`src/rtl/scope_trigger_capture.sv`:
```
// scope_trigger_capture: writer side of the oscilloscope sample buffer.
//   Samples 'signal' (decimated by DECIM) into a DEPTH-entry circular RAM, waits for a
//   rising/falling crossing of trig_level (or an auto timeout), then freezes a frame of
//   PRETRIG samples before the trigger and DEPTH-PRETRIG-1 after it.
// Ports:
//   CLOCK_50, reset (async, active-high)       - clock / reset
//   signal, trig_level, trig_falling           - sample input and trigger setup
//   continuous, arm, frame_ack                 - capture control and reader handshake
//   rd_addr -> rd_data (1-cycle latency)       - trigger-relative frame read port
//   frame_ready, trig_forced, state            - status
module scope_trigger_capture #(
    parameter int DW      = 16,
    parameter int AW      = 6,
    parameter int PRETRIG = 8,
    parameter int DECIM   = 1,
    parameter int AUTO_TO = 1024
) (
    input  logic          CLOCK_50,
    input  logic          reset,
    input  logic [DW-1:0] signal,
    input  logic [DW-1:0] trig_level,
    input  logic          trig_falling,
    input  logic          continuous,
    input  logic          arm,
    input  logic          frame_ack,
    input  logic [AW-1:0] rd_addr,
    output logic [DW-1:0] rd_data,
    output logic          frame_ready,
    output logic          trig_forced,
    output logic [2:0]    state
);

    localparam int DEPTH = 1 << AW;
    localparam int CW    = (DECIM > 1) ? $clog2(DECIM) : 1;
    localparam int TW    = $clog2(AUTO_TO + 2);

    localparam logic [AW-1:0] PRE_N    = AW'(PRETRIG);
    localparam logic [AW-1:0] POST_N   = AW'(DEPTH - PRETRIG - 1);
    localparam logic [CW-1:0] DEC_LAST = CW'(DECIM - 1);
    localparam logic [TW-1:0] TO_LAST  = TW'((AUTO_TO > 0) ? AUTO_TO - 1 : 0);

    typedef enum logic [2:0] {
        S_IDLE  = 3'd0,
        S_PRE   = 3'd1,
        S_ARMED = 3'd2,
        S_POST  = 3'd3,
        S_DONE  = 3'd4
    } state_t;

    state_t        state_q, state_d;
    logic [CW-1:0] decim_q, decim_d;
    logic [AW-1:0] wr_ptr_q, wr_ptr_d;
    logic [AW-1:0] start_ptr_q, start_ptr_d;
    logic [AW-1:0] cnt_q, cnt_d;            // PRE: samples written; POST: samples remaining
    logic [TW-1:0] to_q, to_d;
    logic [DW-1:0] prev_q, prev_d;
    logic          prev_valid_q, prev_valid_d;
    logic          frame_ready_q, frame_ready_d;
    logic          trig_forced_q, trig_forced_d;
    logic [DW-1:0] rd_data_q, rd_data_d;

    logic [DW-1:0] mem [DEPTH];

    logic sampling, strobe, real_hit, to_hit, go_pre;

    always_comb begin
        state_d       = state_q;
        decim_d       = decim_q;
        wr_ptr_d      = wr_ptr_q;
        start_ptr_d   = start_ptr_q;
        cnt_d         = cnt_q;
        to_d          = to_q;
        prev_d        = prev_q;
        prev_valid_d  = prev_valid_q;
        trig_forced_d = trig_forced_q;
        go_pre        = 1'b0;

        sampling = (state_q == S_PRE) || (state_q == S_ARMED) || (state_q == S_POST);
        strobe   = sampling && (decim_q == '0);

        if (sampling) begin
            decim_d = (decim_q == DEC_LAST) ? '0 : decim_q + 1'b1;
        end
        if (strobe) begin
            wr_ptr_d = wr_ptr_q + 1'b1;
        end

        // Crossing is judged between the previously written sample and the current one.
        if (trig_falling) begin
            real_hit = prev_valid_q && (prev_q >= trig_level) && (signal < trig_level);
        end else begin
            real_hit = prev_valid_q && (prev_q < trig_level) && (signal >= trig_level);
        end
        to_hit = (AUTO_TO != 0) && (to_q == TO_LAST);

        case (state_q)
            S_IDLE: begin
                if (arm) go_pre = 1'b1;
            end
            S_PRE: begin
                if (strobe) begin
                    prev_d       = signal;
                    prev_valid_d = 1'b1;
                    cnt_d        = cnt_q + 1'b1;
                    if (cnt_q == PRE_N - 1'b1) state_d = S_ARMED;
                end
            end
            S_ARMED: begin
                if (strobe) begin
                    prev_d       = signal;
                    prev_valid_d = 1'b1;
                    to_d         = to_q + 1'b1;
                    if (real_hit || to_hit) begin
                        trig_forced_d = !real_hit;
                        start_ptr_d   = wr_ptr_q - PRE_N;
                        cnt_d         = POST_N;
                        state_d       = (POST_N == '0) ? S_DONE : S_POST;
                    end
                end
            end
            S_POST: begin
                if (strobe) begin
                    cnt_d = cnt_q - 1'b1;
                    if (cnt_q == AW'(1)) state_d = S_DONE;
                end
            end
            S_DONE: begin
                if (frame_ack) begin
                    if (continuous) go_pre  = 1'b1;
                    else            state_d = S_IDLE;
                end
            end
            default: state_d = S_IDLE;
        endcase

        // Fresh acquisition: a zero-length pre-trigger window skips PRE entirely.
        if (go_pre) begin
            state_d      = (PRETRIG == 0) ? S_ARMED : S_PRE;
            decim_d      = '0;
            wr_ptr_d     = '0;
            cnt_d        = '0;
            to_d         = '0;
            prev_valid_d = 1'b0;
        end

        // Status lags the state by one clock, so frame_ready drops the cycle after ack.
        frame_ready_d = (state_q == S_DONE);
        rd_data_d     = mem[start_ptr_q + rd_addr];
    end

    always_ff @(posedge CLOCK_50) begin
        if (strobe) mem[wr_ptr_q] <= signal;
    end

    always_ff @(posedge CLOCK_50 or posedge reset) begin
        if (reset) begin
            state_q       <= S_IDLE;
            decim_q       <= '0;
            wr_ptr_q      <= '0;
            start_ptr_q   <= '0;
            cnt_q         <= '0;
            to_q          <= '0;
            prev_q        <= '0;
            prev_valid_q  <= 1'b0;
            frame_ready_q <= 1'b0;
            trig_forced_q <= 1'b0;
            rd_data_q     <= '0;
        end else begin
            state_q       <= state_d;
            decim_q       <= decim_d;
            wr_ptr_q      <= wr_ptr_d;
            start_ptr_q   <= start_ptr_d;
            cnt_q         <= cnt_d;
            to_q          <= to_d;
            prev_q        <= prev_d;
            prev_valid_q  <= prev_valid_d;
            frame_ready_q <= frame_ready_d;
            trig_forced_q <= trig_forced_d;
            rd_data_q     <= rd_data_d;
        end
    end

    assign rd_data     = rd_data_q;
    assign frame_ready = frame_ready_q;
    assign trig_forced = trig_forced_q;
    assign state       = state_q;

endmodule
```
`config.mk`:
```
export PLATFORM = sky130hd
export DESIGN_NAME = scope_trigger_capture
export DESIGN_NICKNAME = d
export VERILOG_FILES = /design/src/rtl/scope_trigger_capture.sv
export SDC_FILE = /design/constraint.sdc
export NUM_CORES = 1
export LEC_CHECK = 0
export BUFFER_PORTS_ARGS = -buffer_cell sky130_fd_sc_hd__clkbuf_2
export CORE_ASPECT_RATIO = 1.5
export CORE_MARGIN = 4
export CORE_UTILIZATION = 30
export CTS_CLUSTER_DIAMETER = 60
export DETAILED_ROUTE_END_ITERATION = 6
export PLACE_DENSITY = 0.52
export SETUP_SLACK_MARGIN = 0.05
export SLEW_MARGIN = 20
export SYNTH_ARGS = -nofsm -noshare
export SYNTH_HDL_FRONTEND = slang
export SYNTH_SLANG_ARGS = --single-unit
```
`constraint.sdc`:
```
create_clock -name CLOCK_50 -period 5.5 [get_ports CLOCK_50]
set_input_delay 0 -clock CLOCK_50 [delete_from_list [all_inputs] [get_ports CLOCK_50]]
set_output_delay 0 -clock CLOCK_50 [all_outputs]
set_load 0.005 [all_outputs]
```
==> results.cfg <==
[clocking]
path_clk_slew_ns = 0.07
h-tree-depth = 3
root_buffer = clkbuf_16
clock_path_buffers = 3
cts_tree = built
clk_latency_ns = 0.70
cts_made_buffers = 97
postCtsSetupBuffers = 0
clock_sinks = 1091

[critical_path]
crit_buf_inv = 2
required_ns = 6.04
cp-start-kind = flop
max_stage_delay_ns = 1.17
worstSetupEndpointType = flop
reg2regPathDepth = 8
crit_arrival_ns = 4.66
cp-startpoint = start_ptr_q[0]
r2r-end = rd_data[7]
crit_slowest_cell = fa_4
r2r_slack_ns = 1.38
r2r-start = start_ptr_q[0]
worstSetupPathType = reg -> reg
path_max_fanout = 31
cp_num_cells = 8
crit_family = multiplexers
cp_cell_sequence = ha_4, fa_4, buf_4, buf_4, mux4_2, mux4_2, mux2i_1, mux2i_1

[placed_design]
dpl.cell_count = 3919
dpl-instance-area_mm2 = 0.04646
gp_congestion = 0.7677
dp_hpwl_um = 66360
numPortBuffers = 64

[worst_hold_path]
hold_end = mem[18][0]
hold_start = signal[0]
holdCritPathClass = in -> reg
holdPathStages = 2

[logic_synthesis]
synthCells = 1944
synth_top_family_by_area = multiplexers
synth_compound_area_share_pct = 1.244
synthAdderAreaFrac_pct = 1.322
synth_mux_area_share_pct = 18.41
synthesis.nets = 2033
yosys_warnings = 0
synth_top_flop_cell = edfxtp_1
synth.ff_latch_count = 1091
synth_seq_area_share_pct = 75.16
syn_area_per_cell_um2 = 22.19
syn_area_mm2 = 0.04314
synth_xor_area_share_pct = 0.4205
async_reset_ff_share_pct = 6.141
synth_edf_count = 1024
yosys.area_share.simple_pct = 2.137
ys_types = 62

[timing]
tightest_slew_ns = 1.044
fmax_ghz = 0.2428
slew_viol_final = 0
setup_tns_ns = 0
rsz0062_at_grt = false
fin_crit_ns = 4.118
hold_violations = 0
setup_viol = 0
skew_ns = 0.02508
maxSlewHeadroom_pct = 29.91
fin_crit_sh_pct = 74.88

[finish]
drive_above_1_share_pct = 31.42
fin_nets = 2232
design_area_mm2 = 0.04985
final_cells = 4119
area_delta_synth_final_pct = 15.54

[die]
coreArea_mm2 = 0.1429
die_h_um = 472.5
row_count = 170
die-area_mm2 = 0.1501
die_w_um = 317.6
io_pins = 65
start_util_pct = 30.18

[detailed_routing]
drc = 0
vias = 20240
viasPerCell = 4.914
drt_iter0_drc = 1847
avgRoutedWirePerCell_um = 27.49
routed_wirelength_um = 113200
detail-route-antenna-nets = 0
dr.pass1.iters = 6

[global_routing]
grt_pass1_vias = 21730
grt_max_degree = 67
antenna_found_initial = 8
grt_use_total_pct = 15.00
grt_pass1_wl_um = 161300
grt_remaining_overflow = 0

[power_and_ir_drop]
p_leak_nw = 15.99
p_total_mw = 24.80
powerDensity_mw_per_mm2 = 497.4
peakVddDrop_mv = 0.3831

[status]
status = completed

[run]
maxCapViolCount = 0
metrics by stage:
step	hold slack, ns	setup slack (ns)	util (%)
after global placement	0.04275	1.425	32.50
after detailed placement	0.05353	1.408	32.50
after global routing	0.04749	1.324	34.87
final	0.02498	1.382	34.88
after floorplan	0.09887	1.939	-
after CTS	0.009232	1.400	34.87
kinds of logic after synthesis:
family / after synthesis
DFF: 1091
xor gates and xnor gates: 19
buffers and inverters: 118
and+or+nand+nor: 198
adders and majority gates: 45
AOI/OAI and AO/OA: 82
muxes: 391
layout make-up:
type	count	area [um^2]
fill	13210	93090
sequential	1091	32430
clock inverter	56	573.1
clock buffer	125	2646
antenna	2	5.005
multi-input combinational	735	10310
tap	1892	2367
inverter	29	108.9
timing repair buffer	189	1414
how the worst max path moves through the flow:
stage	slack, ns	to
3_5_place_dp	1.41	rd_data[7]
2_1_floorplan	1.94	mem[40][0]
3_3_place_gp	1.43	rd_data[7]
4_1_cts	1.40	rd_data[7]
5_1_grt	1.32	rd_data[7]
6_report	1.38	rd_data[7]
power by group:
group          internal [mW]  switching (mW)  leakage (nW)
Sequential              9.50           0.276          10.0
Combinational           3.61            4.49          4.37
Clock                   3.89            3.03          1.58
Total                   17.0            7.79          16.0
worst reg2reg max path: cells and delay by family (launching register included):
family | cells | cell delay, ns
fa+ha+maj | 2 | 1.35
buf+inv | 2 | 0.72
flops | 1 | 0.41
mux | 4 | 1.51
synthesized netlist by cell type (all sizes together) (3+ instances only):
cell / number / area [um^2]
nor2: 100 / 377.9
o21ai: 19 / 106.4
a211oi: 3 / 22.52
clkbuf: 39 / 146.4
nor3: 4 / 20.02
a31oi: 4 / 25.02
nand3b: 4 / 30.03
ha: 44 / 550.5
nand2b: 11 / 68.82
dfrtp: 67 / 1677
mux4: 320 / 7207
or3: 6 / 37.54
mux2i: 50 / 500.5
nand4: 10 / 62.56
nand3: 11 / 55.05
xor2: 10 / 87.58
o211ai: 4 / 30.03
a22o: 3 / 26.28
mux2: 21 / 236.5
nor4: 4 / 25.02
buf: 50 / 307.8
inv: 29 / 108.9
nor2b: 7 / 43.79
a21o: 3 / 22.52
xnor2: 9 / 93.84
nand2: 29 / 108.9
edfxtp: 1024 / 30750
a21oi: 27 / 135.1
sequential cells by signal, indices dropped and copies added (netlist names):
register	flops
to_q	11
prev_valid_q	1
cnt_q	6
trig_forced	1
mem	1024
rd_data	16
state	3
wr_ptr_q	6
prev_q	16
frame_ready	1
start_ptr_q	6
cells in the final DEF (no fill, tap or decap), drive strengths merged, types with 3 or more instances in the layout:
cell type       n
nor2          100
or3             6
mux2i          50
a22o            3
mux4          320
nand2b         11
dlygate4sd3    17
nor3            4
bufinv         10
clkbuf        189
xnor2           9
o211ai          4
nand3b          4
ha             44
nor4            4
xor2           10
a21o            3
mux2           21
inv            35
o21ai          19
nand3          11
edfxtp       1024
a211oi          3
nand2          29
nand4          10
a31oi           4
buf           108
clkinv         38
nor2b           7
a21oi          27
dfrtp          67
what timing repair did:
item / CTS / global route
endpoints found under the hold margin: 295 / 0
gates resized for setup: 0 / 0
hold buffers: 17 / 0
layer usage:
| layer | up-vias | wire length [um] | global-route usage (%) |
|---|---|---|---|
| li1 | 8526 | - | - |
| met2 | 544 | 62600 | 28.44 |
| met5 | - | 0 | 0 |
| met4 | 0 | 3086 | 4.561 |
| met1 | 11020 | 42350 | 17.44 |
| met3 | 146 | 5172 | 2.180 |
(Power assumes the default switching activity.)
